File: src/rtl/gf180mcu_ocd_io__supply_seq_if.sv
// rtl/gf180mcu_ocd_io__supply_seq_if.sv - supply detect inputs and staged reset outputs of the supply sequencer
//
// Signals:
//   dvdd_ok     raw IO supply detect from the DVDD pad (async, 1 = good)
//   vdd_ok      raw core supply detect from the VDD pad (async, 1 = good)
//   fault_clr   one-cycle pulse that clears the sticky fault flag
//   io_resetn   IO-ring reset release, active-low
//   core_resetn core reset release, active-low
//   pwr_good    full power-up sequence complete
//   fault       sticky brown-out flag
//   bo_count    saturating brown-out event count
// Modports: master = pad ring / supervisor side, slave = sequencer side.
interface gf180mcu_ocd_io__supply_seq_if #(
  parameter int BO_W = 8
);
  logic            dvdd_ok;
  logic            vdd_ok;
  logic            fault_clr;
  logic            io_resetn;
  logic            core_resetn;
  logic            pwr_good;
  logic            fault;
  logic [BO_W-1:0] bo_count;

  modport master (
    output dvdd_ok, vdd_ok, fault_clr,
    input  io_resetn, core_resetn, pwr_good, fault, bo_count
  );

  modport slave (
    input  dvdd_ok, vdd_ok, fault_clr,
    output io_resetn, core_resetn, pwr_good, fault, bo_count
  );
endinterface

File: src/rtl/gf180mcu_ocd_io__supply_seq.sv
// rtl/gf180mcu_ocd_io__supply_seq.sv - supply-good sequencer with staged IO/core reset release and brown-out tracking
//
// Ports:
//   clk     sequencer clock
//   resetn  synchronous, active-low reset (aborts any sequence in progress)
//   bus     slave side of the supply sequencer interface: raw supply detects
//           and fault clear in; io_resetn, core_resetn, pwr_good, fault and
//           bo_count out, all registered.
module gf180mcu_ocd_io__supply_seq #(
  parameter int SYNC_STAGES = 2,
  parameter int DEB_CYCLES  = 1024,
  parameter int STAGE_GAP   = 16,
  parameter int CNT_W       = 12,
  parameter int BO_W        = 8
) (
  input  logic                          clk,
  input  logic                          resetn,
  gf180mcu_ocd_io__supply_seq_if.slave  bus
);

  typedef enum logic [2:0] {
    IDLE,
    DEBOUNCE,
    IO_REL,
    CORE_REL,
    RUN
  } state_t;

  localparam logic [CNT_W-1:0] DEB_LAST = CNT_W'(DEB_CYCLES - 1);
  localparam logic [CNT_W-1:0] GAP_LAST = CNT_W'(STAGE_GAP - 1);

  logic [SYNC_STAGES-1:0] dvdd_sync;
  logic [SYNC_STAGES-1:0] vdd_sync;
  logic                   ok;

  state_t           state_q, state_d;
  logic [CNT_W-1:0] cnt_q, cnt_d;
  logic             io_q, io_d;
  logic             core_q, core_d;
  logic             pg_q, pg_d;
  logic             fault_q, fault_d;
  logic [BO_W-1:0]  bo_q, bo_d;
  logic             bo_event;

  assign ok = dvdd_sync[SYNC_STAGES-1] & vdd_sync[SYNC_STAGES-1];

  always_ff @(posedge clk) begin
    if (!resetn) begin
      dvdd_sync <= '0;
      vdd_sync  <= '0;
      state_q   <= IDLE;
      cnt_q     <= '0;
      io_q      <= 1'b0;
      core_q    <= 1'b0;
      pg_q      <= 1'b0;
      fault_q   <= 1'b0;
      bo_q      <= '0;
    end else begin
      dvdd_sync <= {dvdd_sync[SYNC_STAGES-2:0], bus.dvdd_ok};
      vdd_sync  <= {vdd_sync[SYNC_STAGES-2:0], bus.vdd_ok};
      state_q   <= state_d;
      cnt_q     <= cnt_d;
      io_q      <= io_d;
      core_q    <= core_d;
      pg_q      <= pg_d;
      fault_q   <= fault_d;
      bo_q      <= bo_d;
    end
  end

  always_comb begin
    state_d  = state_q;
    cnt_d    = cnt_q;
    bo_event = 1'b0;

    case (state_q)
      IDLE: begin
        cnt_d = '0;
        if (ok) state_d = DEBOUNCE;
      end
      DEBOUNCE: begin
        // A drop here is just input bounce, not a brown-out.
        if (!ok) begin
          state_d = IDLE;
          cnt_d   = '0;
        end else if (cnt_q == DEB_LAST) begin
          state_d = IO_REL;
          cnt_d   = '0;
        end else begin
          cnt_d = cnt_q + CNT_W'(1);
        end
      end
      IO_REL, CORE_REL: begin
        // Loss of supply is checked before the stage timer so it always wins.
        if (!ok) begin
          bo_event = 1'b1;
          state_d  = IDLE;
          cnt_d    = '0;
        end else if (cnt_q == GAP_LAST) begin
          state_d = (state_q == IO_REL) ? CORE_REL : RUN;
          cnt_d   = '0;
        end else begin
          cnt_d = cnt_q + CNT_W'(1);
        end
      end
      RUN: begin
        if (!ok) begin
          bo_event = 1'b1;
          state_d  = IDLE;
          cnt_d    = '0;
        end
      end
      default: begin
        state_d = IDLE;
        cnt_d   = '0;
      end
    endcase

    // Outputs follow the state being entered, which keeps the release
    // ordering monotonic by construction.
    io_d   = (state_d == IO_REL) || (state_d == CORE_REL) || (state_d == RUN);
    core_d = (state_d == CORE_REL) || (state_d == RUN);
    pg_d   = (state_d == RUN);

    // A brown-out in the same cycle as a clear leaves the flag set.
    if (bo_event)          fault_d = 1'b1;
    else if (bus.fault_clr) fault_d = 1'b0;
    else                   fault_d = fault_q;

    if (bo_event && (bo_q != {BO_W{1'b1}})) bo_d = bo_q + BO_W'(1);
    else                                    bo_d = bo_q;
  end

  assign bus.io_resetn   = io_q;
  assign bus.core_resetn = core_q;
  assign bus.pwr_good    = pg_q;
  assign bus.fault       = fault_q;
  assign bus.bo_count    = bo_q;

endmodule

File: src/flat_wrapper.sv
// flat-port wrapper written by rule: the top's interface ports become plain ports
module gf180mcu_ocd_io__supply_seq_flat 
#(
  parameter int SYNC_STAGES = 2,
  parameter int DEB_CYCLES  = 1024,
  parameter int STAGE_GAP   = 16,
  parameter int CNT_W       = 12,
  parameter int BO_W        = 8
)
  (clk, resetn, bus_dvdd_ok, bus_vdd_ok, bus_fault_clr, bus_io_resetn, bus_core_resetn, bus_pwr_good, bus_fault, bus_bo_count);
  gf180mcu_ocd_io__supply_seq_if #(.BO_W(BO_W)) bus_i ();
  input  logic clk;
  input  logic resetn;
  input wire logic [$bits(bus_i.dvdd_ok)-1:0] bus_dvdd_ok;
  input wire logic [$bits(bus_i.vdd_ok)-1:0] bus_vdd_ok;
  input wire logic [$bits(bus_i.fault_clr)-1:0] bus_fault_clr;
  output wire logic [$bits(bus_i.io_resetn)-1:0] bus_io_resetn;
  output wire logic [$bits(bus_i.core_resetn)-1:0] bus_core_resetn;
  output wire logic [$bits(bus_i.pwr_good)-1:0] bus_pwr_good;
  output wire logic [$bits(bus_i.fault)-1:0] bus_fault;
  output wire logic [$bits(bus_i.bo_count)-1:0] bus_bo_count;
  assign bus_i.dvdd_ok = bus_dvdd_ok;
  assign bus_i.vdd_ok = bus_vdd_ok;
  assign bus_i.fault_clr = bus_fault_clr;
  assign bus_io_resetn = bus_i.io_resetn;
  assign bus_core_resetn = bus_i.core_resetn;
  assign bus_pwr_good = bus_i.pwr_good;
  assign bus_fault = bus_i.fault;
  assign bus_bo_count = bus_i.bo_count;
  gf180mcu_ocd_io__supply_seq #(.SYNC_STAGES(SYNC_STAGES), .DEB_CYCLES(DEB_CYCLES), .STAGE_GAP(STAGE_GAP), .CNT_W(CNT_W), .BO_W(BO_W)) u_core (.clk(clk), .resetn(resetn), .bus(bus_i));
endmodule
File: config.mk
export PLATFORM = sky130hd
export DESIGN_NAME = gf180mcu_ocd_io__supply_seq_flat
export DESIGN_NICKNAME = d
export VERILOG_FILES = /design/src/rtl/gf180mcu_ocd_io__supply_seq_if.sv /design/src/rtl/gf180mcu_ocd_io__supply_seq.sv /design/src/flat_wrapper.sv
export SDC_FILE = /design/constraint.sdc
export NUM_CORES = 1
export LEC_CHECK = 0
export CORE_UTILIZATION = 44
export DETAILED_ROUTE_END_ITERATION = 6
export GPL_TIMING_DRIVEN = 0
export PLACE_DENSITY = 0.68
export SLEW_MARGIN = 20
export SYNTH_ARGS = -nofsm -noshare
export SYNTH_HDL_FRONTEND = slang
export SYNTH_SLANG_ARGS = --single-unit
export TNS_END_PERCENT = 10
File: constraint.sdc
create_clock -name clk -period 1.7 [get_ports clk]
set_input_delay 0.17 -clock clk [delete_from_list [all_inputs] [get_ports clk]]
set_output_delay 0.17 -clock clk [all_outputs]
set_load 0.005 [all_outputs]
==> results of run 1 <==
-- routing by layer --
metal  routed length (µm)  part of all wire, %  up-vias  GRT usage, %
met5                    0                    0        -             0
met4                  146                  3.9        0         9.967
li1                     -                    -      682             -
met1                 1638                   44      686         27.68
met2                 1751                   47       59         33.44
met3                  222                  5.9       15         7.143
-- Yosys cell counts (all sizes together), types with 3 or more instances --
library cell / count / share of area [%]
a21oi: 10 / 3.4
a22oi: 3 / 1.5
a31oi: 6 / 2.5
and2: 5 / 2.1
and3: 5 / 2.1
buf: 3 / 1.0
dfxtp: 31 / 42
nand2: 14 / 3.5
nand2b: 5 / 2.1
nand3: 9 / 3.0
nand4: 3 / 1.3
nor2: 19 / 4.8
nor3: 4 / 1.3
nor3b: 4 / 2.4
nor4: 3 / 1.3
o21ai: 6 / 2.3
xnor2: 8 / 4.7
xor2: 4 / 2.4
-- power breakdown --
group	internal, mW	switching [mW]	leakage [nW]
clock	0.191	0.251	0.0341
sequential	0.724	0.00225	0.255
combinational	0.0123	0.0119	0.363
-- logic make-up after synthesis --
family,Yosys count,synth area share [%]
muxes,2,1.343
adders and majority gates,2,1.679
xor gates and xnor gates,12,7.053
AOI/OAI and AO/OA,34,15.70
buffers and inverters,6,1.846
and+or+nand+nor,83,30.73
DFF,31,41.65
-- critical path, cell delays in order, from the launching register on --
cell	delay, ns
dfxtp_1	0.43
nand3_1	0.23
or4_4	0.55
a22o_4	0.27
a41oi_2	0.17
a31oi_1	0.06
-- flip-flops by register name, summed over array words and instances (netlist names) --
name                    flops
u_core.bus.pwr_good         1
u_core.bus.fault            1
u_core.state_q              3
u_core.cnt_q               12
u_core.dvdd_sync            2
u_core.bus.bo_count         8
u_core.bus.io_resetn        1
u_core.bus.core_resetn      1
u_core.vdd_sync             2
-- layout make-up --
cell class                 count  area (µm²)
tap                           44       55.05
multi-input combinational    134       959.7
buffer                         5       32.53
clock buffer                   6       51.30
sequential                    31       638.1
timing repair buffer          21       197.7
fill                         259        1185
inverter                       1       3.754
clock inverter                 1       5.005
-- worst paths after layout --
check | startpoint | end | slack (ns) | cells after the start
worst max-delay path | u_core.cnt_q[8] | u_core.cnt_q[11] | -0.11 | 5
worst min-delay path | bus_dvdd_ok | u_core.dvdd_sync[0] | 0.41 | 2
worst max register to register | u_core.cnt_q[8] | u_core.cnt_q[11] | -0.11 | 5
worst min register to register | u_core.dvdd_sync[0] | u_core.dvdd_sync[1] | 0.45 | 1
-- through the flow --
stage / std cells / setup WS, ns / power (mW) / hold slack [ns]
2_1_floorplan: 170 / 0.01444 / 0.7584 / 0.2917
3_3_place_gp: 230 / -0.2063 / 0.7727 / 0.4156
3_5_place_dp: 230 / -0.2568 / 0.7730 / 0.4274
4_1_cts: 242 / -0.05518 / 1.207 / 0.4110
5_1_grt: 243 / -0.1599 / 1.247 / 0.4153
6_report: 243 / -0.1097 / 1.192 / 0.4096
-- repair_timing --
action                                  4_1_cts  5_1_grt
pin swaps                                     1        0
gates resized for setup                      12       19
endpoints found under the setup margin       17       16
cloned                                        1        0
setup buffers                                 4        1
==> metrics.txt, run 1 <==
CTS Sinks 31; CORE AREA 3128 µm²; hold violation count in the final report 0; fmax 552.6 MHz; die width 60.20 µm; critical path peak fanout 5; mapped cell area 1490 µm²; CTS tree yes; clock skew 0.004339 ns; synthesized flop and latch total 31; IO buf count 16; Final HPWL DP 2.381 mm; Setup WS post-layout -0.1097 ns; Placed Area 1718 µm²; Root Buffer clkbuf_4; commonest non-fill, non-tap cell in the layout dfxtp_1; total power divided by cell area 613.4 nW/µm²; CTS clk-pin slew, worst paths 0.09 ns; first-pass GRT wire length 5.658 mm; GPL Wtd Cong 0.8609; EDFF count, synth 0; crit share post-route 106.5%; Static Leak 0.6522 nW; row count 20; startpoint types flip-flop; die area 3623 µm²; fin area 1943 µm²; Die Ht 60.20 µm; failing checks setup timing; fin nets 206; Hold Path Class in -> reg; drt wl/cell 15.47 µm; Max VDD drop 0.3363 mV; setup TNS -0.6120 ns; synth unique cells 45; Skew-Pair Late Insertion Delay 0.34 ns; clock buffer count from CTS 5; Initial Util 47.64%; antenna viol nets, final 0; data required time at the worst endpoint 1.93 ns; Finish-stage setup viols 10; vias 1,442; H-tree levels 2; Post-Syn Instances 170; initial antenna violation count 0; final core utilization 62.12%; aggregate routed wire length 3.758 mm; final-report max-slew violation count 0; DR pass1 iterations 5; most frequent cells in the layout dfxtp_1 (25), nor2_1 (17), clkdlybuf4s50_1 (16); Via density 5.934; drc violations 0; diodes inserted 0; post-synthesis net count 177; asr flop ratio synth 0%; Total Routing Usage GR 21.87%; fraction of layout cells with a size suffix above 1 24.62%; Worst-Margin Slew 0.4683 ns; Synth Warn # 0; Syn Area/Cell 8.766 µm²; post-synthesis sequential area ratio 41.65%; P&R area growth vs syn 30.39%; total grt overflow 0; ys flop type dfxtp_1; RSZ-0062 raised after global routing yes; CP arrival 2.04 ns; Slew HR 68.66%; min Tclk post-route 1.810 ns; Iter 0 DRT Violations 103; cts-stage hold buffer count 0; # IOs 17; Critical Path Sink Type flip-flop; largest net degree at the start of global routing 11; Max Buffers Root-to-Sink 2; Max Cap Violations 0; Crit Path Category reg -> reg; vias in the first global route 1,232; status finished, violations left
Note: power is estimated with default switching activity, not from simulation.
==> inputs of run 2 (changes only) <==
--- a/config.mk
+++ b/config.mk
@@ -5,10 +5,10 @@
 export SDC_FILE = /design/constraint.sdc
 export NUM_CORES = 1
 export LEC_CHECK = 0
-export CORE_UTILIZATION = 44
+export CORE_UTILIZATION = 49
 export DETAILED_ROUTE_END_ITERATION = 6
 export GPL_TIMING_DRIVEN = 0
-export PLACE_DENSITY = 0.68
+export PLACE_DENSITY = 0.74
 export SLEW_MARGIN = 20
 export SYNTH_ARGS = -nofsm -noshare
 export SYNTH_HDL_FRONTEND = slang
==> run 2 against run 1 <==
The flow finishes with violations (DRC, setup timing). Die area is 9.9% lower. Power increased by 14%. Register-to-register slack improved by 0.02 ns. Sequential share of layout area is 0.78 points higher. Critical path depth is the same. Global-route usage increased by 1.2 points. Sequential power about the same. Core utilization up 4.3 points. Via count fell by 4.9%. Largest cell class unchanged. Worst hold slack got worse by 0.0078 ns. Final cell count decreased by 5.8%.
==> metrics.txt, run 2 (synthesis results as in run 1) <==
fin nets 204; startpoint types flip-flop; H-tree levels 2; RSZ-0062 raised after global routing yes; final-report max-slew violation count 0; Die Ht 57.15 µm; fmax 557.8 MHz; Max Buffers Root-to-Sink 2; Finish-stage setup viols 8; GPL Wtd Cong 0.8429; CTS clk-pin slew, worst paths 0.10 ns; DR pass1 iterations 6; first-pass GRT wire length 5.706 mm; fraction of layout cells with a size suffix above 1 19.70%; Initial Util 52.68%; crit share post-route 105.5%; clock buffer count from CTS 5; fin area 1879 µm²; drt wl/cell 14.25 µm; drc violations 2; Crit Path Category reg -> reg; diodes inserted 0; Total Routing Usage GR 23.04%; data required time at the worst endpoint 1.93 ns; Static Leak 0.6465 nW; initial antenna violation count 0; vias 1,372; failing checks DRC, setup timing; total grt overflow 0; commonest non-fill, non-tap cell in the layout dfxtp_1; max reg flops 12; die width 57.15 µm; largest net degree at the start of global routing 11; CTS Sinks 31; P&R area growth vs syn 26.11%; total power 1.357 mW; Iter 0 DRT Violations 44; most frequent cells in the layout dfxtp_1 (26), nor2_1 (18), clkdlybuf4s50_1 (16); Critical Path Sink Type flip-flop; IO buf count 16; vias in the first global route 1,323; row count 19; DP Worst Slack -0.1706 ns; total power divided by cell area 721.9 nW/µm²; hold violation count in the final report 0; die area 3266 µm²; cts-stage hold buffer count 0; Via density 5.991; Top reg by flops u_core.cnt_q; CTS tree yes; Max VDD drop 0.5325 mV; Slew HR 68.35%; CORE AREA 2829 µm²; critical path peak fanout 9; min Tclk post-route 1.793 ns; Max Cap Violations 0; Root Buffer clkbuf_4; CP arrival 2.02 ns; Placed Area 1702 µm²; status finished, violations left; aggregate routed wire length 3.263 mm; Final HPWL DP 2.297 mm; clock skew 0.01006 ns; Worst-Margin Slew 0.4748 ns; # IOs 17; Hold WS 0.4018 ns; antenna viol nets, final 0; Setup WS post-layout -0.09277 ns; Skew-Pair Late Insertion Delay 0.34 ns; Hold Path Class in -> reg
## run 2: per-layer routing
layer	share of wire, %	GRT usage (%)	vias up	routed length, µm
met2	45	34.29	42	1472
met1	47	30.20	645	1541
met3	5.5	4.989	10	179
li1	-	-	675	-
met5	0	0	-	0
met4	2.1	14.98	0	70
## run 2: area by class of cell
class,instances,area [µm²]
Fill cell,233,949.7
Clock inverter,2,35.03
Tap cell,31,38.79
Sequential cell,31,631.9
Clock buffer,6,51.30
Buffer,5,23.77
Multi-Input combinational cell,133,904.6
Timing Repair Buffer,20,190.2
Inverter,1,3.754
## run 2: where the power goes
part           total (mW)  leakage (nW)  internal (mW)  switching [mW]
clock network       0.604        0.0482          0.347           0.257
logic              0.0236         0.345         0.0121          0.0115
registers           0.729         0.254          0.727         0.00212
## run 2: critical path, cell delays in order (launching register included)
cell	delay, ns
dfxtp_1	0.38
or2_4	0.27
or4_4	0.53
a22o_4	0.27
a41oi_2	0.18
a31oi_1	0.05
## run 2: what timing repair did
action,CTS,global route
setup endpoints to repair,15,18
resized for setup,8,7
pin swaps,0,0
buffers inserted,4,0
## run 2: path summary, 6_finish.rpt
path	start	slack (ns)	end	cells past startpoint
max	u_core.cnt_q[11]	-0.09	u_core.cnt_q[11]	5
min	bus_vdd_ok	0.40	u_core.vdd_sync[0]	2
max reg2reg	u_core.cnt_q[11]	-0.09	u_core.cnt_q[11]	5
min reg2reg	u_core.vdd_sync[0]	0.44	u_core.vdd_sync[1]	1
## run 2: metrics by stage
step / cells / util [%] / TNS [ns]
5_1_grt: 229 / 66.43 / -1.351
3_5_place_dp: 217 / 60.15 / -1.553
4_1_cts: 229 / 65.59 / -0.2620
2_1_floorplan: 170 / - / 0
3_3_place_gp: 217 / 60.15 / -1.354
6_report: 229 / 66.43 / -0.3685
